$ cat config.mk
export PLATFORM = sky130hd
export DESIGN_NAME = n64_read_response
export DESIGN_NICKNAME = d
export VERILOG_FILES = /design/src/rtl/n64_pkg.sv /design/src/rtl/n64_sync_edge.sv /design/src/rtl/n64_read_response.sv
export SDC_FILE = /design/constraint.sdc
export NUM_CORES = 1
export LEC_CHECK = 0
export CAP_MARGIN = 20
export CORE_UTILIZATION = 57
export DETAILED_ROUTE_END_ITERATION = 7
export PLACE_DENSITY = 0.81
export SETUP_SLACK_MARGIN = 0.4
export SLEW_MARGIN = 40
export SYNTH_ARGS = -nofsm -noshare
export SYNTH_HDL_FRONTEND = slang
export SYNTH_SLANG_ARGS = --single-unit
$ cat constraint.sdc
create_clock -name i_clk -period 2.4 [get_ports i_clk]
set_input_delay 0.6 -clock i_clk [delete_from_list [all_inputs] [get_ports i_clk]]
set_output_delay 0.6 -clock i_clk [all_outputs]
set_load 0.005 [all_outputs]
$ cat src/rtl/n64_pkg.sv
// rtl/n64_pkg.sv - shared timing constants, receive states and response field positions
package n64_pkg;

  localparam int CLK_PER_BIT  = 400;
  localparam int START        = 100;
  localparam int DATA         = 300;
  localparam int STOP         = 400;
  localparam int SAMPLE_AT    = 200;
  localparam int RESP_TIMEOUT = 1000;
  localparam int BIT_TIMEOUT  = 800;
  localparam int NUM_BITS     = 32;

  localparam int BTN_MSB = 31;
  localparam int BTN_LSB = 16;
  localparam int JX_MSB  = 15;
  localparam int JX_LSB  = 8;
  localparam int JY_MSB  = 7;
  localparam int JY_LSB  = 0;

  typedef enum logic [1:0] {
    S_IDLE,
    S_WAIT_EDGE,
    S_MEASURE,
    S_STOP
  } rx_state_t;

  function automatic int max2(input int a, input int b);
    return (a > b) ? a : b;
  endfunction

endpackage

$ cat src/rtl/n64_sync_edge.sv
// rtl/n64_sync_edge.sv - two-flop line synchronizer with registered falling-edge strobe
module n64_sync_edge (
  input  logic i_clk,
  input  logic i_rst_n,
  input  logic i_data,
  output logic o_level,
  output logic o_fall
);

  logic r_meta;
  logic r_level;
  logic r_prev;
  logic r_fall;

  // Reset to 1 so an idle-high line never produces a spurious edge after reset.
  always_ff @(posedge i_clk or negedge i_rst_n) begin
    if (!i_rst_n) begin
      r_meta  <= 1'b1;
      r_level <= 1'b1;
      r_prev  <= 1'b1;
      r_fall  <= 1'b0;
    end else begin
      r_meta  <= i_data;
      r_level <= r_meta;
      r_prev  <= r_level;
      r_fall  <= r_prev & ~r_level;
    end
  end

  assign o_level = r_level;
  assign o_fall  = r_fall;

endmodule

$ cat src/rtl/n64_read_response.sv
// rtl/n64_read_response.sv - receives and decodes the 32-bit controller status response
module n64_read_response
  import n64_pkg::*;
#(
  parameter int P_SAMPLE_AT    = SAMPLE_AT,
  parameter int P_RESP_TIMEOUT = RESP_TIMEOUT,
  parameter int P_BIT_TIMEOUT  = BIT_TIMEOUT
) (
  input  logic        i_clk,
  input  logic        i_rst_n,
  input  logic        i_start,
  input  logic        i_data_in,
  output logic        o_busy,
  output logic [15:0] o_buttons,
  output logic [7:0]  o_joy_x,
  output logic [7:0]  o_joy_y,
  output logic        o_valid,
  output logic        o_err_timeout
);

  localparam int TW = $clog2(max2(P_RESP_TIMEOUT, P_BIT_TIMEOUT)) + 1;
  localparam int CW = $clog2(P_SAMPLE_AT) + 1;
  localparam int BW = $clog2(NUM_BITS) + 1;

  logic w_level;
  logic w_fall;

  n64_sync_edge u_sync_edge (
    .i_clk   (i_clk),
    .i_rst_n (i_rst_n),
    .i_data  (i_data_in),
    .o_level (w_level),
    .o_fall  (w_fall)
  );

  rx_state_t            r_state;
  logic [TW-1:0]        r_timer;
  logic [CW-1:0]        r_count;
  logic [BW-1:0]        r_bit_idx;
  logic [NUM_BITS-1:0]  r_shift;
  logic                 r_busy;
  logic                 r_valid;
  logic                 r_err;
  logic [15:0]          r_buttons;
  logic [7:0]           r_joy_x;
  logic [7:0]           r_joy_y;

  logic [TW-1:0] w_wait_limit;
  logic [BW-1:0] w_next_idx;

  // The first edge gets the longer controller turnaround allowance.
  assign w_wait_limit = (r_bit_idx == '0) ? TW'(P_RESP_TIMEOUT - 1) : TW'(P_BIT_TIMEOUT - 1);
  assign w_next_idx   = r_bit_idx + BW'(1);

  always_ff @(posedge i_clk or negedge i_rst_n) begin
    if (!i_rst_n) begin
      r_state   <= S_IDLE;
      r_timer   <= '0;
      r_count   <= '0;
      r_bit_idx <= '0;
      r_shift   <= '0;
      r_busy    <= 1'b0;
      r_valid   <= 1'b0;
      r_err     <= 1'b0;
      r_buttons <= '0;
      r_joy_x   <= '0;
      r_joy_y   <= '0;
    end else begin
      r_valid <= 1'b0;
      r_err   <= 1'b0;
      case (r_state)
        S_IDLE: begin
          // A start coinciding with the valid pulse belongs to the finished frame.
          if (i_start && !r_valid) begin
            r_state   <= S_WAIT_EDGE;
            r_timer   <= '0;
            r_bit_idx <= '0;
            r_shift   <= '0;
            r_busy    <= 1'b1;
          end
        end
        S_WAIT_EDGE: begin
          if (w_fall) begin
            r_state <= S_MEASURE;
            r_count <= '0;
          end else if (r_timer == w_wait_limit) begin
            r_err   <= 1'b1;
            r_busy  <= 1'b0;
            r_state <= S_IDLE;
          end else begin
            r_timer <= r_timer + TW'(1);
          end
        end
        S_MEASURE: begin
          if (r_count == CW'(P_SAMPLE_AT)) begin
            r_shift   <= {r_shift[NUM_BITS-2:0], w_level};
            r_bit_idx <= w_next_idx;
            r_timer   <= '0;
            r_state   <= (w_next_idx == BW'(NUM_BITS)) ? S_STOP : S_WAIT_EDGE;
          end else begin
            r_count <= r_count + CW'(1);
          end
        end
        S_STOP: begin
          if (w_fall) begin
            r_buttons <= r_shift[BTN_MSB:BTN_LSB];
            r_joy_x   <= r_shift[JX_MSB:JX_LSB];
            r_joy_y   <= r_shift[JY_MSB:JY_LSB];
            r_valid   <= 1'b1;
            r_busy    <= 1'b0;
            r_state   <= S_IDLE;
          end else if (r_timer == TW'(P_BIT_TIMEOUT - 1)) begin
            r_err   <= 1'b1;
            r_busy  <= 1'b0;
            r_state <= S_IDLE;
          end else begin
            r_timer <= r_timer + TW'(1);
          end
        end
        default: r_state <= S_IDLE;
      endcase
    end
  end

  assign o_busy        = r_busy;
  assign o_valid       = r_valid;
  assign o_err_timeout = r_err;
  assign o_buttons     = r_buttons;
  assign o_joy_x       = r_joy_x;
  assign o_joy_y       = r_joy_y;

endmodule

Word level (Yosys, flattened, before mapping)
Index checks and enable logic that the tools add are counted.
{"block": "op_classes", "bitwise_logic": 2, "reduce_logical": 13, "n_lt_le_gt_ge": 0, "n_eq_ne": 18, "mux": 38, "shifts": 0, "n_addsub": 3, "div": 0, "mul": 0}
{"cell": "2-to-1 mux 11 bit", "count": 6}
{"cell": "2-to-1 mux 32 bit", "count": 2}
{"cell": "one-hot mux 32 bit (2 select lines)", "count": 1}
{"cell": "one-hot mux 11 bit (4 select lines)", "count": 1}
{"cell": "2-to-1 mux 9 bit", "count": 2}
{"cell": "one-hot mux 9 bit (2 select lines)", "count": 1}
{"cell": "inequality test 2 bit (second input constant)", "count": 8}
{"cell": "2-to-1 mux 2 bit", "count": 7}
{"cell": "2-to-1 mux 6 bit", "count": 2}
{"cell": "one-hot mux 6 bit (2 select lines)", "count": 1}
{"cell": "adder 11 x 1 -> 11 bit (second input constant)", "count": 1}
{"cell": "== test 11 x 10 -> 1 bit", "count": 1}
{"cell": "== test 11 x 10 -> 1 bit (second input constant)", "count": 1}
{"cell": "2-to-1 mux 1 bit", "count": 11}
{"cell": "adder 9 x 1 -> 9 bit (second input constant)", "count": 1}
{"cell": "== test 9 x 8 -> 1 bit (second input constant)", "count": 1}
{"cell": "2-to-1 mux 8 bit", "count": 1}
{"cell": "one-hot mux 2 bit (4 select lines)", "count": 1}
{"cell": "adder 6 x 1 -> 6 bit (second input constant)", "count": 1}
{"cell": "== test 6 bit (second input constant)", "count": 1}
{"cell": "zero test 6 bit", "count": 1}
{"cell": "inequality test 3 x 2 -> 1 bit (second input constant)", "count": 2}
{"cell": "AND reduction 3 bit", "count": 2}
{"cell": "AND reduction 6 bit", "count": 1}
{"cell": "other kinds (15)", "count": 17}
{"block": "word_totals", "mem_bits_rw": 0, "in_bits": 4, "latch_bits": 0, "word_cells": 89, "mem_bits_ro": 0, "reg_bits": 99, "n_memories": 0}

Longest topological paths before layout
{"block": "depth", "word_depth": 6, "ltp_mapped": 9, "depth_no_buf": 7}

Modules after synthesis
Synthesis repeated with hierarchy kept, for this count alone.
{"block": "hier_totals", "cells_unflattened": 364, "hier_area_um2": 4389.2}
{"module": "n64_read_response", "area_each_um2": 4271.6, "n_inst": 1, "cells_per_inst": 359}
{"module": "n64_sync_edge", "area_each_um2": 117.6, "n_inst": 1, "cells_per_inst": 5}

Worst setup path before layout
Ideal clock, no wire load.
{"block": "synth_path", "path_kind": "reg2reg", "from": "reg r_timer[0]", "to": "reg r_timer[7]", "t_required_ns": 2.267, "path_slack_ns": 0.327, "setup_time_ns": 0.133, "period_less_slack_ns": 2.073, "path_stages_with_launch": 8, "t_arrival_ns": 1.940, "cell_sequence": "dfrtp_1 > ha_1 > and3_1 > and4_1 > a2111o_1 > buf_2 > o31ai_1 > o41ai_1"}
{"block": "synth_between", "elab_chain_cells": 4}
{"item": "start, declared", "line": "n64_read_response.sv:37", "rtl": "logic [TW-1:0] r_timer;"}
{"item": "start signal, assigned", "line": "n64_read_response.sv:91", "rtl": "r_timer <= r_timer + TW'(1);"}
{"item": "start signal, assigned", "line": "n64_read_response.sv:117", "rtl": "r_timer <= r_timer + TW'(1);"}
{"item": "adder 11 x 1 -> 11 bit", "line": "n64_read_response.sv:91, n64_read_response.sv:117"}
{"item": "2-to-1 mux 11 bit, on equally long branches", "line": "n64_read_response.sv:112, n64_read_response.sv:86"}
{"item": "2-to-1 mux 11 bit, on equally long branches", "line": "n64_read_response.sv:105, n64_read_response.sv:83"}
{"item": "one-hot mux 11 bit (4 select lines)", "line": "n64_read_response.sv:71", "rtl": "case (r_state)"}
Parallel ways exist; a longest one is shown, timed or not. The select of a mux whose other input is x is not followed.
A chain may end at the register's enable or synchronous reset.

Final worst setup path
{"block": "layout_path", "from": "in i_start", "to": "reg r_timer[2]"}
{"block": "layout_between", "elab_chain_cells": 3}
{"item": "start, declared", "line": "n64_read_response.sv:11", "rtl": "input logic i_start,"}
{"item": "logical AND 1 bit", "line": "n64_read_response.sv:74", "rtl": "if (i_start && !r_valid) begin"}
{"item": "inequality test 2 bit (no source line)"}
{"item": "AND reduction 6 bit (no source line)"}
Every way passes these cells.

==> flow_summary.json <==
{
  "synth_edf_count": 0,
  "finalHoldWorstSlack_ns": 0.207,
  "r2r_start": "r_timer[1]",
  "grt_pass1_vias": 3161,
  "postRouteAntennaNets": 0,
  "grt.total_usage_pct": 24.2,
  "drc": 0,
  "die_area_mm2": 0.00816,
  "drtIter0Drc": 145,
  "cap_violations": 0,
  "cts_num_sinks": 99,
  "design.core.area_mm2": 0.00741,
  "cp_max_fo": 12,
  "grt_pass1_wl_um": 15700,
  "critical_path.slowest_cell": "clkdlybuf4s50_1",
  "overflow": 0,
  "ios": 39,
  "synthArstFlopShare_pct": 100,
  "rsz0062_at_grt": "yes",
  "critPathArrivalTime_ns": 2.30,
  "yosysWarnings": 0,
  "dieHeight_um": 90.3,
  "cts_tree": "built",
  "start_kind": "input port",
  "dr.pass1.iters": 6,
  "cts-buffers-inserted": 9,
  "synthCells": 360,
  "hold_viol_final": 0,
  "max_stage_delay_ns": 0.47,
  "syn_nets": 374,
  "fin_skew_ns": 0.00893,
  "r2r_cells": 7,
  "fill_cells": 489,
  "cp.required_ns": 2.64,
  "gp_congestion": 0.804,
  "ys_ff_latch": 99,
  "synth_mux_area_share_pct": 9.09,
  "hpwl_um": 5770,
  "portBuffers": 38,
  "status": "completed",
  "yosysSeqAreaShare_pct": 55.8,
  "setup-tns-final_ns": 0,
  "antenna_found_initial": 0,
  "p_leak_uw": 0.00258,
  "wire_per_inst_um": 17.8,
  "worstSkewPairLatency_ns": 0.36,
  "synth_top_area_share_pct": 54.0,
  "yosys.area.top_type": "dfrtp_1",
  "ys_types": 57,
  "fin_total_pwr_uw": 4120,
  "r2r_end": "r_timer[2]",
  "powerDensity_mw_per_mm2": 751,
  "crit_type": "in -> reg",
  "htree_levels": 3,
  "min_period_ns": 2.06,
  "synthAdderAreaFrac_pct": 2.81,
  "crit_cells": 7,
  "rrSetupSlack_ns": 0.35,
  "cts_buffer_depth": 2,
  "dieWidth_um": 90.3,
  "pre_cts_slack_ns": -0.107,
  "synth_top_family_by_area": "compound AO/OA/AOI/OAI gates",
  "setup_viol": 0,
  "viasPerCell": 6.08,
  "start_util_pct": 60.0,
  "syn_area_mm2": 0.00445,
  "ir_drop_uv": 458,
  "syn_to_final_growth_pct": 23.4,
  "yosys.area_share.xor_xnor_pct": 0.985,
  "syn_avg_cell_area_um2": 12.4,
  "clk_pin_slew_ns": 0.09,
  "synth_compound_area_share_pct": 17.8,
  "critPathBufInv": 2,
  "grt_max_degree": 42,
  "fin_crit_sh_pct": 85.7,
  "worst_pin_slew_ns": 0.532,
  "postLayoutSetupSlackWorst_ns": 0.342,
  "antenna_cells": 0,
  "crit_chain": "clkdlybuf4s50_1 -> nor2b_2 -> nor2_4 -> a2111o_1 -> buf_12 -> o31ai_1 -> o21ai_1",
  "synthFlopType": "dfrtp_1",
  "layout-drive-gt1-share_pct": 29.7,
  "end_kind": "flop",
  "fmax_mhz": 486,
  "slew_violations": 0,
  "cp_top_family": "compound AO/OA/AOI/OAI gates",
  "drt-total-wl_um": 9370,
  "synth_simple_gate_area_share_pct": 10.3,
  "hold_path_class": "in -> async",
  "num_rows": 31,
  "vias": 3196,
  "nNetsFinal": 436,
  "cts_root_buf": "clkbuf_8",
  "slew_headroom_pct": 64.5,
  "synth_area_leaders": "dfrtp_1 (54%), mux2_2 (8.9%), a22o_1 (6.9%)"
}
-- per-stage QoR --
stage	cell area, um2	util (%)	cells
CTS	5330	72.0	520
floorplan	4460	-	360
global route	5490	74.0	526
finish	5490	74.0	526
global placement	4990	67.4	493
detailed placement	4990	67.4	493
-- cells by family (layout without fill, tap and decap cells) --
family / after synthesis / count (layout)
adder cells (fa/ha/maj): 10 / 10
buffers and inverters: 34 / 100
multiplexers: 36 / 36
flip-flops: 99 / 99
XOR/XNOR: 5 / 5
AO/OA/AOI/OAI: 97 / 97
AND/OR/NAND/NOR: 79 / 80
-- layout make-up --
cell class                      count  area (um2)  area share, %
Multi-Input combinational cell    228        1990           36.4
Timing Repair Buffer               69         636           11.6
Clock buffer                       13         159           2.90
Clock inverter                      3        28.8          0.525
Inverter                           15        56.3           1.03
Sequential cell                    99        2490           45.3
Tap cell                           99         124           2.26
-- synth_stat cells, types with 2 or more instances --
| library cell | number |
|---|---|
| mux2_2 | 35 |
| xor2_1 | 4 |
| nand2b_1 | 2 |
| clkbuf_1 | 4 |
| or3_1 | 3 |
| a22o_1 | 35 |
| inv_1 | 15 |
| nand4_1 | 8 |
| nor2b_1 | 4 |
| and3_1 | 6 |
| dfstp_2 | 3 |
| buf_2 | 7 |
| nand2_1 | 13 |
| o41ai_1 | 2 |
| and4bb_2 | 2 |
| o21a_1 | 2 |
| o31ai_1 | 12 |
| dfrtp_1 | 96 |
| o211a_1 | 2 |
| a221o_1 | 2 |
| nor2_1 | 20 |
| ha_1 | 10 |
| a21oi_1 | 7 |
| a31oi_1 | 4 |
| a211o_1 | 2 |
| nand3_1 | 9 |
| buf_1 | 7 |
| o22ai_1 | 3 |
| o21ai_0 | 13 |
-- how the worst max path moves through the flow --
stage               startpoint           to  slack (ns)
floorplan           r_count[0]   r_timer[7]        0.42
global placement       i_start  r_timer[10]        0.01
detailed placement     i_start   r_timer[4]       -0.11
CTS                 r_count[1]   r_timer[4]        0.37
global route        r_count[0]   r_timer[9]        0.29
finish                 i_start   r_timer[2]        0.34
-- placed cells by master (no fill, tap or decap), drive strengths merged, types with 3 or more instances in the layout --
master	netlist	final
a211o	3	3
a21oi	7	7
a22o	36	36
a31oi	4	4
and3	6	6
buf	15	32
clkbuf	4	13
clkdlybuf4s50	0	37
dfrtp	96	96
dfstp	3	3
ha	10	10
inv	15	18
mux2	35	35
nand2	14	14
nand3	10	11
nand4	8	8
nor2	20	20
nor2b	4	4
o21ai	13	13
o22ai	3	3
o31ai	13	13
o41ai	3	3
or3	4	4
xor2	4	4
-- metal layers --
| layer | vias to the layer above | wire length [um] | track usage [%] |
|---|---|---|---|
| met5 | - | 0 | 0 |
| met4 | 0 | 233 | 8.74 |
| met3 | 22 | 425 | 6.06 |
| met2 | 80 | 4580 | 38.4 |
| met1 | 1632 | 4130 | 32.5 |
| li1 | 1462 | - | - |
-- registers in the layout, summed over array words and instances, names as in the netlist --
register,flops
o_busy,1
o_buttons,16
o_err_timeout,1
o_joy_x,8
o_joy_y,8
o_valid,1
r_bit_idx,6
r_count,9
r_shift,32
r_state,2
r_timer,11
u_sync_edge.o_fall,1
u_sync_edge.o_level,1
u_sync_edge.r_meta,1
u_sync_edge.r_prev,1
-- timing repair --
item                       CTS  global route
gates cloned                 1             0
pin swaps                    6             3
buffers inserted            10             6
setup endpoints to repair   37            55
gates resized for setup     15            25
hold buffers                 0             0
-- report_power, final --
group / switching (uW) / internal [uW]
Clock: 561 / 450
Sequential: 78.8 / 1730
Combinational: 805 / 489
Total: 1450 / 2670
No activity file was read; power rests on OpenSTA's default activity.
